`config.mk`:
```
export PLATFORM = sky130hd
export DESIGN_NAME = ssc_corr_sched
export DESIGN_NICKNAME = d
export VERILOG_FILES = /design/src/rtl/ssc_sched_pkg.sv /design/src/rtl/ssc_rec_fifo.sv /design/src/rtl/ssc_corr_sched.sv
export SDC_FILE = /design/constraint.sdc
export NUM_CORES = 1
export LEC_CHECK = 0
export CELL_PAD_IN_SITES_DETAIL_PLACEMENT = 0
export CELL_PAD_IN_SITES_GLOBAL_PLACEMENT = 1
export CORE_UTILIZATION = 52
export CTS_BUF_LIST = sky130_fd_sc_hd__clkbuf_8
export DETAILED_ROUTE_END_ITERATION = 10
export PLACE_DENSITY = 0.78
export RECOVER_POWER = 100
export SETUP_SLACK_MARGIN = 0.4
export SYNTH_ARGS = -nofsm -noshare
export SYNTH_HDL_FRONTEND = slang
export SYNTH_HIERARCHICAL = 1
export SYNTH_SLANG_ARGS = --single-unit
export TNS_END_PERCENT = 5
```
`constraint.sdc`:
```
create_clock -name clk -period 14.3 [get_ports clk]
set_input_delay 4.29 -clock clk [delete_from_list [all_inputs] [get_ports clk]]
set_output_delay 4.29 -clock clk [all_outputs]
set_load 0.01 [all_outputs]
```
`src/rtl/ssc_sched_pkg.sv`:
```
// Shared constants and types for the correlation-readout scheduler.
// Optional build macro SSC_SCHED_TSTAMP_EN adds a 32-bit grant timestamp
// to every result record.
package ssc_sched_pkg;

    localparam logic [15:0] CORR_BASE_DEF = 16'h0600;

    // Register offsets inside one channel's correlation block
    localparam logic [3:0] OFF_CNT  = 4'h0;
    localparam logic [3:0] OFF_LO   = 4'h4;
    localparam logic [3:0] OFF_HI   = 4'h8;
    localparam logic [3:0] OFF_STAT = 4'hC;

    // Scheduler states
    localparam logic [2:0] S_IDLE    = 3'd0;
    localparam logic [2:0] S_RD_CNT  = 3'd1;
    localparam logic [2:0] S_RD_LO   = 3'd2;
    localparam logic [2:0] S_RD_HI   = 3'd3;
    localparam logic [2:0] S_RD_STAT = 3'd4;
    localparam logic [2:0] S_PUSH    = 3'd5;
    localparam logic [2:0] S_HOLD    = 3'd6;

    // One correlation result as stored in the record FIFO
    typedef struct packed {
`ifdef SSC_SCHED_TSTAMP_EN
        logic [31:0] tstamp;
`endif
        logic [2:0]  chan;
        logic [31:0] cnt;
        logic [31:0] high;
        logic [31:0] low;
    } rec_t;

    localparam int REC_W = $bits(rec_t);

    // Base address of channel ch's correlation block (stride 0x10)
    function automatic logic [15:0] chan_base(input logic [15:0] base, input logic [2:0] ch);
        return base + {9'd0, ch, 4'd0};
    endfunction

endpackage

```
`src/rtl/ssc_rec_fifo.sv`:
```
// Synchronous record FIFO. Pointers carry one extra wrap bit so that
// full and empty are told apart without a separate occupancy counter.
// Push while full and pop while empty are ignored.
module ssc_rec_fifo #(
    parameter int W     = 99,
    parameter int DEPTH = 8
) (
    input  logic         clk,
    input  logic         rst,
    input  logic         push,
    input  logic [W-1:0] din,
    input  logic         pop,
    output logic [W-1:0] dout,
    output logic         full,
    output logic         empty
);
    localparam int AW = $clog2(DEPTH);

    logic [W-1:0] mem [DEPTH];
    logic [AW:0]  wptr, rptr;
    logic         do_push, do_pop;

    assign empty   = (wptr == rptr);
    assign full    = (wptr[AW] != rptr[AW]) && (wptr[AW-1:0] == rptr[AW-1:0]);
    assign do_push = push && !full;
    assign do_pop  = pop && !empty;
    assign dout    = mem[rptr[AW-1:0]];

    // Storage array; contents need no reset since empty gates the head
    always_ff @(posedge clk) begin
        if (do_push) mem[wptr[AW-1:0]] <= din;
    end

    // Read/write pointers
    always_ff @(posedge clk or negedge rst) begin
        if (!rst) begin
            wptr <= '0;
            rptr <= '0;
        end else begin
            if (do_push) wptr <= wptr + 1'b1;
            if (do_pop)  rptr <= rptr + 1'b1;
        end
    end

endmodule

```
`src/rtl/ssc_corr_sched.sv`:
```
// Correlation-readout scheduler: round-robin grant over the channels'
// cseen flags, reads Cnt/Low/High/Status of the granted channel over the
// shared bus, and queues one record per genuine correlation.
// Optional build macro SSC_SCHED_TSTAMP_EN adds rec_tstamp and a
// free-running cycle counter sampled at grant.
module ssc_corr_sched
    import ssc_sched_pkg::*;
#(
    parameter int          NCH       = 8,
    parameter int          FDEPTH    = 8,
    parameter logic [15:0] CORR_BASE = CORR_BASE_DEF
) (
    input  logic           clk,
    input  logic           rst,
    input  logic           enable,
    input  logic [NCH-1:0] cseen,
    output logic [31:0]    addr,
    output logic           read,
    output logic           write,
    input  logic [31:0]    Rdata,
    output logic           rec_valid,
    input  logic           rec_ready,
    output logic [2:0]     rec_chan,
    output logic [31:0]    rec_cnt,
    output logic [63:0]    rec_corr,
`ifdef SSC_SCHED_TSTAMP_EN
    output logic [31:0]    rec_tstamp,
`endif
    output logic           busy,
    output logic [15:0]    ovf_cnt
);
    logic [2:0]  state, ptr, chan;
    logic [31:0] cnt_q, lo_q, hi_q;
    logic        stat_q;

    // Round-robin scan signals
    logic [2*NCH-1:0] dbl, shf;
    logic [NCH-1:0]   rot;
    logic [2:0]       start;
    logic [3:0]       off, sum;
    logic [2:0]       grant_idx;
    logic             any_req;

    // FIFO interface
    logic             fifo_full, fifo_empty, fifo_push;
    logic [REC_W-1:0] fifo_din, fifo_dout;
    rec_t             rec_in, head;

    logic [3:0]       reg_off;

`ifdef SSC_SCHED_TSTAMP_EN
    logic [31:0] tcnt, tstamp_q;

    // Free-running cycle counter, wraps
    always_ff @(posedge clk or negedge rst) begin
        if (!rst) tcnt <= '0;
        else      tcnt <= tcnt + 32'd1;
    end
`endif

    // Rotate the request vector so bit 0 is the channel after the pointer,
    // then pick the lowest set bit and map it back to a channel number
    always_comb begin
        start   = (ptr == 3'(NCH-1)) ? 3'd0 : ptr + 3'd1;
        dbl     = {cseen, cseen};
        shf     = dbl >> start;
        rot     = shf[NCH-1:0];
        any_req = |cseen;
        off     = '0;
        for (int j = NCH-1; j >= 0; j--) begin
            if (rot[j]) off = 4'(j);
        end
        sum       = {1'b0, start} + off;
        grant_idx = (sum >= 4'(NCH)) ? 3'(sum - 4'(NCH)) : sum[2:0];
    end

    // Sequencer: grant, four back-to-back reads, push, settle
    always_ff @(posedge clk or negedge rst) begin
        if (!rst) begin
            state   <= S_IDLE;
            ptr     <= 3'(NCH-1);
            chan    <= '0;
            cnt_q   <= '0;
            lo_q    <= '0;
            hi_q    <= '0;
            stat_q  <= 1'b0;
            ovf_cnt <= '0;
`ifdef SSC_SCHED_TSTAMP_EN
            tstamp_q <= '0;
`endif
        end else begin
            case (state)
                S_IDLE: begin
                    if (enable && any_req) begin
                        // The slot is reserved here: nothing else pushes
                        // before this sequence reaches PUSH
                        if (!fifo_full) begin
                            chan  <= grant_idx;
                            ptr   <= grant_idx;
                            state <= S_RD_CNT;
`ifdef SSC_SCHED_TSTAMP_EN
                            tstamp_q <= tcnt;
`endif
                        end else if (ovf_cnt != 16'hFFFF) begin
                            ovf_cnt <= ovf_cnt + 16'd1;
                        end
                    end
                end
                S_RD_CNT:  begin cnt_q  <= Rdata;    state <= S_RD_LO;   end
                S_RD_LO:   begin lo_q   <= Rdata;    state <= S_RD_HI;   end
                S_RD_HI:   begin hi_q   <= Rdata;    state <= S_RD_STAT; end
                S_RD_STAT: begin stat_q <= Rdata[0]; state <= S_PUSH;    end
                // HOLD gives the cleared flag a cycle to drop before rescan
                S_PUSH:    state <= S_HOLD;
                S_HOLD:    state <= S_IDLE;
                default:   state <= S_IDLE;
            endcase
        end
    end

    // Bus address/strobe decoded from state; zero outside the read states
    always_comb begin
        read    = 1'b1;
        reg_off = OFF_CNT;
        case (state)
            S_RD_CNT:  reg_off = OFF_CNT;
            S_RD_LO:   reg_off = OFF_LO;
            S_RD_HI:   reg_off = OFF_HI;
            S_RD_STAT: reg_off = OFF_STAT;
            default:   read    = 1'b0;
        endcase
        addr = read ? {16'd0, chan_base(CORR_BASE, chan) + {12'd0, reg_off}} : 32'd0;
    end

    assign write = 1'b0;
    assign busy  = (state != S_IDLE);

    // Record assembly; a clear Status bit means the flag was spurious
    always_comb begin
        rec_in      = '0;
        rec_in.chan = chan;
        rec_in.cnt  = cnt_q;
        rec_in.high = hi_q;
        rec_in.low  = lo_q;
`ifdef SSC_SCHED_TSTAMP_EN
        rec_in.tstamp = tstamp_q;
`endif
    end

    assign fifo_push = (state == S_PUSH) && stat_q;
    assign fifo_din  = rec_in;

    ssc_rec_fifo #(.W(REC_W), .DEPTH(FDEPTH)) u_fifo (
        .clk   (clk),
        .rst   (rst),
        .push  (fifo_push),
        .din   (fifo_din),
        .pop   (rec_ready),
        .dout  (fifo_dout),
        .full  (fifo_full),
        .empty (fifo_empty)
    );

    // Head outputs read as zero while the FIFO is empty
    assign head      = fifo_empty ? '0 : rec_t'(fifo_dout);
    assign rec_valid = !fifo_empty;
    assign rec_chan  = head.chan;
    assign rec_cnt   = head.cnt;
    assign rec_corr  = {head.high, head.low};
`ifdef SSC_SCHED_TSTAMP_EN
    assign rec_tstamp = head.tstamp;
`endif

endmodule

```
==> run_results.csv <==
group,metric,value,unit
floorplanning,floorplan.rows,97,
power_and_ir_drop,peakVddDrop,0.179,mV
critical_path,arrival,6360,ps
drt,detail_route.vias_per_cell,5.73,
critical_path,depth_of_the_worst_register_to_register_path,4,
job,cap_viol_max_count,18,
floorplanning,die_w,268,µm
clocking,cts_tree,"yes",
power_and_ir_drop,power_frac_clock,0.241,
clocking,cts_htree_levels,4,
timing,timing.max_slew.rel_slack,-3.92,
clocking,number_of_gates_resized_after_cts,0,
place,detailedPlace.worstSlack,6400,ps
timing,finalWorstSetupSlack,3650,ps
place,place_congestion,0.759,
floorplanning,die_area,71700,µm²
floorplanning,core_area,69900,µm²
clocking,postCtsSetupRepairBufs,0,
critical_path,worst_r2r_startpoint,"u_fifo/rptr[1]",
critical_path,criticalPathCategory,"reg -> out",
drt,drt_wl_total,76300,µm
timing,grt_setup_unrepaired,"false",
clocking,cts_hold_repair.buffers,0,
yosys,netlist-cell-type-count,65,
status,status,"finished with violations",
timing,final.setup_skew,35.4,ps
drt,detail_route.wl_per_cell,25.0,µm
global_routing,first_pass_grt_wire_length,114000,µm
power_and_ir_drop,pwr_density_cell,212,nW/µm²
place,dp.final_hpwl,40500,µm
clocking,ctsLongestPathBuffers,3,
timing,fin_tns_setup,0,ps
yosys,ys_dominant_reg_cell,"edfxtp_1",
power_and_ir_drop,p_leak,0.0141,µW
cells_and_area,fin_nets,2034,
power_and_ir_drop,netSwitchingPower,2700,µW
timing,slew_violations,1008,
floorplanning,initial_cell_density_of_the_core,0.525,
power_and_ir_drop,part_of_the_total_power_dissipated_in_sequential_elements,0.442,
cells_and_area,share_of_cells_above_drive_strength_1,0.299,
floorplanning,top_level_pins,195,
worst_hold_path,hp-class,"reg -> reg",
yosys,avgSynthCellArea,21.2,µm²
global_routing,initial_antenna_violation_count,13,
place,buffer_ports.inserted,168,
place,place_area,39200,µm²
power_and_ir_drop,power_report.internal_total,6180,µW
global_routing,track_usage,0.221,
clocking,path_clk_slew,60,ps
clocking,tritoncts_num_sinks,922,
power_and_ir_drop,switching_fraction_of_total_power,0.304,
cells_and_area,area_of_all_placed_cells_without_fillers,41900,µm²
cells_and_area,layout.core_utilization,0.600,
critical_path,internal_reg_to_reg_setup_slack,4300,ps
critical_path,worst_setup_path_startpoint,"u_fifo/rptr[1]",
yosys,ys.warnings.count,6,
global_routing,globalRoute.totalOverflow,0,
drt,dr.first_iter.drc_count,1380,
drt,number_of_design_rule_violations_left_after_detail_routing,0,
power_and_ir_drop,power.share.combinational,0.317,
critical_path,worstSetupEndpointType,"output pin",
timing,post-route-period-util,0.745,
cells_and_area,area_delta_synth_final,14.2,%
yosys,post_synth_edffs,792,
critical_path,crit_fanout,70,
timing,hold_viol_final,0,
timing,achievable-frequency,0.0939,GHz
floorplanning,floorplan.die.height,268,µm
clocking,cts_made_buffers,144,
cells_and_area,layout.cells.most_common,"edfxtp_1",
yosys,synthesis.instances,1731,
status,violations,"capacitance limit, slew limit",
clocking,cts_root_buf,"clkbuf_8",
yosys,fraction_of_the_yosys_area_taken_by_sequential_cells,0.737,
cells_and_area,final_cell_mix,"792 x edfxtp_1, 203 x mux4_2, 202 x mux2_2",
critical_path,worstSetupEndpoint,"rec_cnt[1]",
clocking,worstSkewPairLatency,780,ps
critical_path,setup.worst_path.start_class,"flip-flop",
timing,worstMarginPinSlew,7390,ps
timing,setup_violations,0,
critical_path,crit-reg2reg-capture,"u_fifo/mem[1][26]",
drt,vias,17500,
worst_hold_path,worst_hold_path_depth,1,
critical_path,required,10010,ps
drt,firstDrtPassIters,5,
global_routing,grt_start_max_net_pins,135,
drt,detail-route-antenna-nets,0,
global_routing,number_of_global_route_vias_before_repair,18600,
yosys,mappedNetlistArea,36700,µm²
yosys,postSynthRegisterBits,922,
yosys,async_set_reset_flop_share_out_of_synthesis,0.141,
timing,layout_min_cycle_time,10650,ps
layout make-up:
class	count	area (µm²)
Antenna cell	3	7.51
Clock buffer	165	2270
Clock inverter	102	582
Fill cell	4980	28000
Inverter	9	46.3
Multi-Input combinational cell	710	8950
Sequential cell	922	27000
Tap cell	940	1180
Timing Repair Buffer	196	1840
cell usage after synthesis (13+ instances only):
library cell,instances,area share
mux4_2,203,0.12
edfxtp_1,792,0.65
buf_2,26,0.0035
buf_4,29,0.0059
buf_6,25,0.0077
dfrtp_1,127,0.087
nand2_1,18,0.0018
mux2_2,202,0.062
nor2_1,15,0.0015
xnor2_1,13,0.0031
clkbuf_1,32,0.0033
nor2b_1,101,0.017
worst min-delay path by stage:
stage / start / endpoint
floorplan: stat_q / stat_q
detailed placement: ovf_cnt[14] / ovf_cnt[14]
global route: ovf_cnt[11] / ovf_cnt[11]
global placement: ovf_cnt[14] / ovf_cnt[14]
finish: ovf_cnt[14] / ovf_cnt[14]
CTS: ovf_cnt[14] / ovf_cnt[14]
metrics by stage:
| step | instances | hold slack [ps] | total power [µW] |
|---|---|---|---|
| detailed placement | 2777 | 481 | 6960 |
| CTS | 3044 | 498 | 9110 |
| floorplan | 1756 | 481 | 5820 |
| global placement | 2777 | 478 | 6890 |
| finish | 3047 | 493 | 8880 |
| global route | 3045 | 527 | 9340 |
power groups by stage:
stage	clock, µW	combinational, µW	sequential [µW]
6_report	2150	2820	3920
5_1_grt	2310	3040	3990
4_1_cts	2190	2990	3930
3_5_place_dp	0	2970	3980
3_3_place_gp	0	2960	3940
2_1_floorplan	0	2060	3760
registers in the layout, summed over array words and instances, names as in the netlist:
signal and flops:
state 3, hi_q 32, ptr 3, chan 3
lo_q 32, u_fifo/mem 792, u_fifo/wptr 4, u_fifo/rptr 4
stat_q 1, cnt_q 32, ovf_cnt 16
worst max-delay path: stages, from the launching register on:
cell	delay, ps
dfrtp_1	2560
xor2_1	720
or3_1	650
nor2_4	110
buf_4	640
nor2b_1	220
dlygate4sd3_1	670
logic make-up after synthesis:
logic type | Yosys count | synth area share
muxes | 423 | 0.192
adders and majority gates | 7 | 0.00259
other | 1 | 0.000102
AOI/OAI and AO/OA | 40 | 0.00937
and+or+nand+nor | 188 | 0.0304
buffers and inverters | 124 | 0.0220
xor gates and xnor gates | 26 | 0.00702
DFF | 922 | 0.737
per-layer routing:
layer / up-vias / GRT usage / wire (µm)
met5: - / 0 / 45
met4: 8 / 0.0819 / 1810
met3: 135 / 0.0431 / 4930
met2: 596 / 0.368 / 38700
met1: 9216 / 0.290 / 30800
li1: 7499 / - / -
Note: power is estimated with default switching activity, not from simulation.
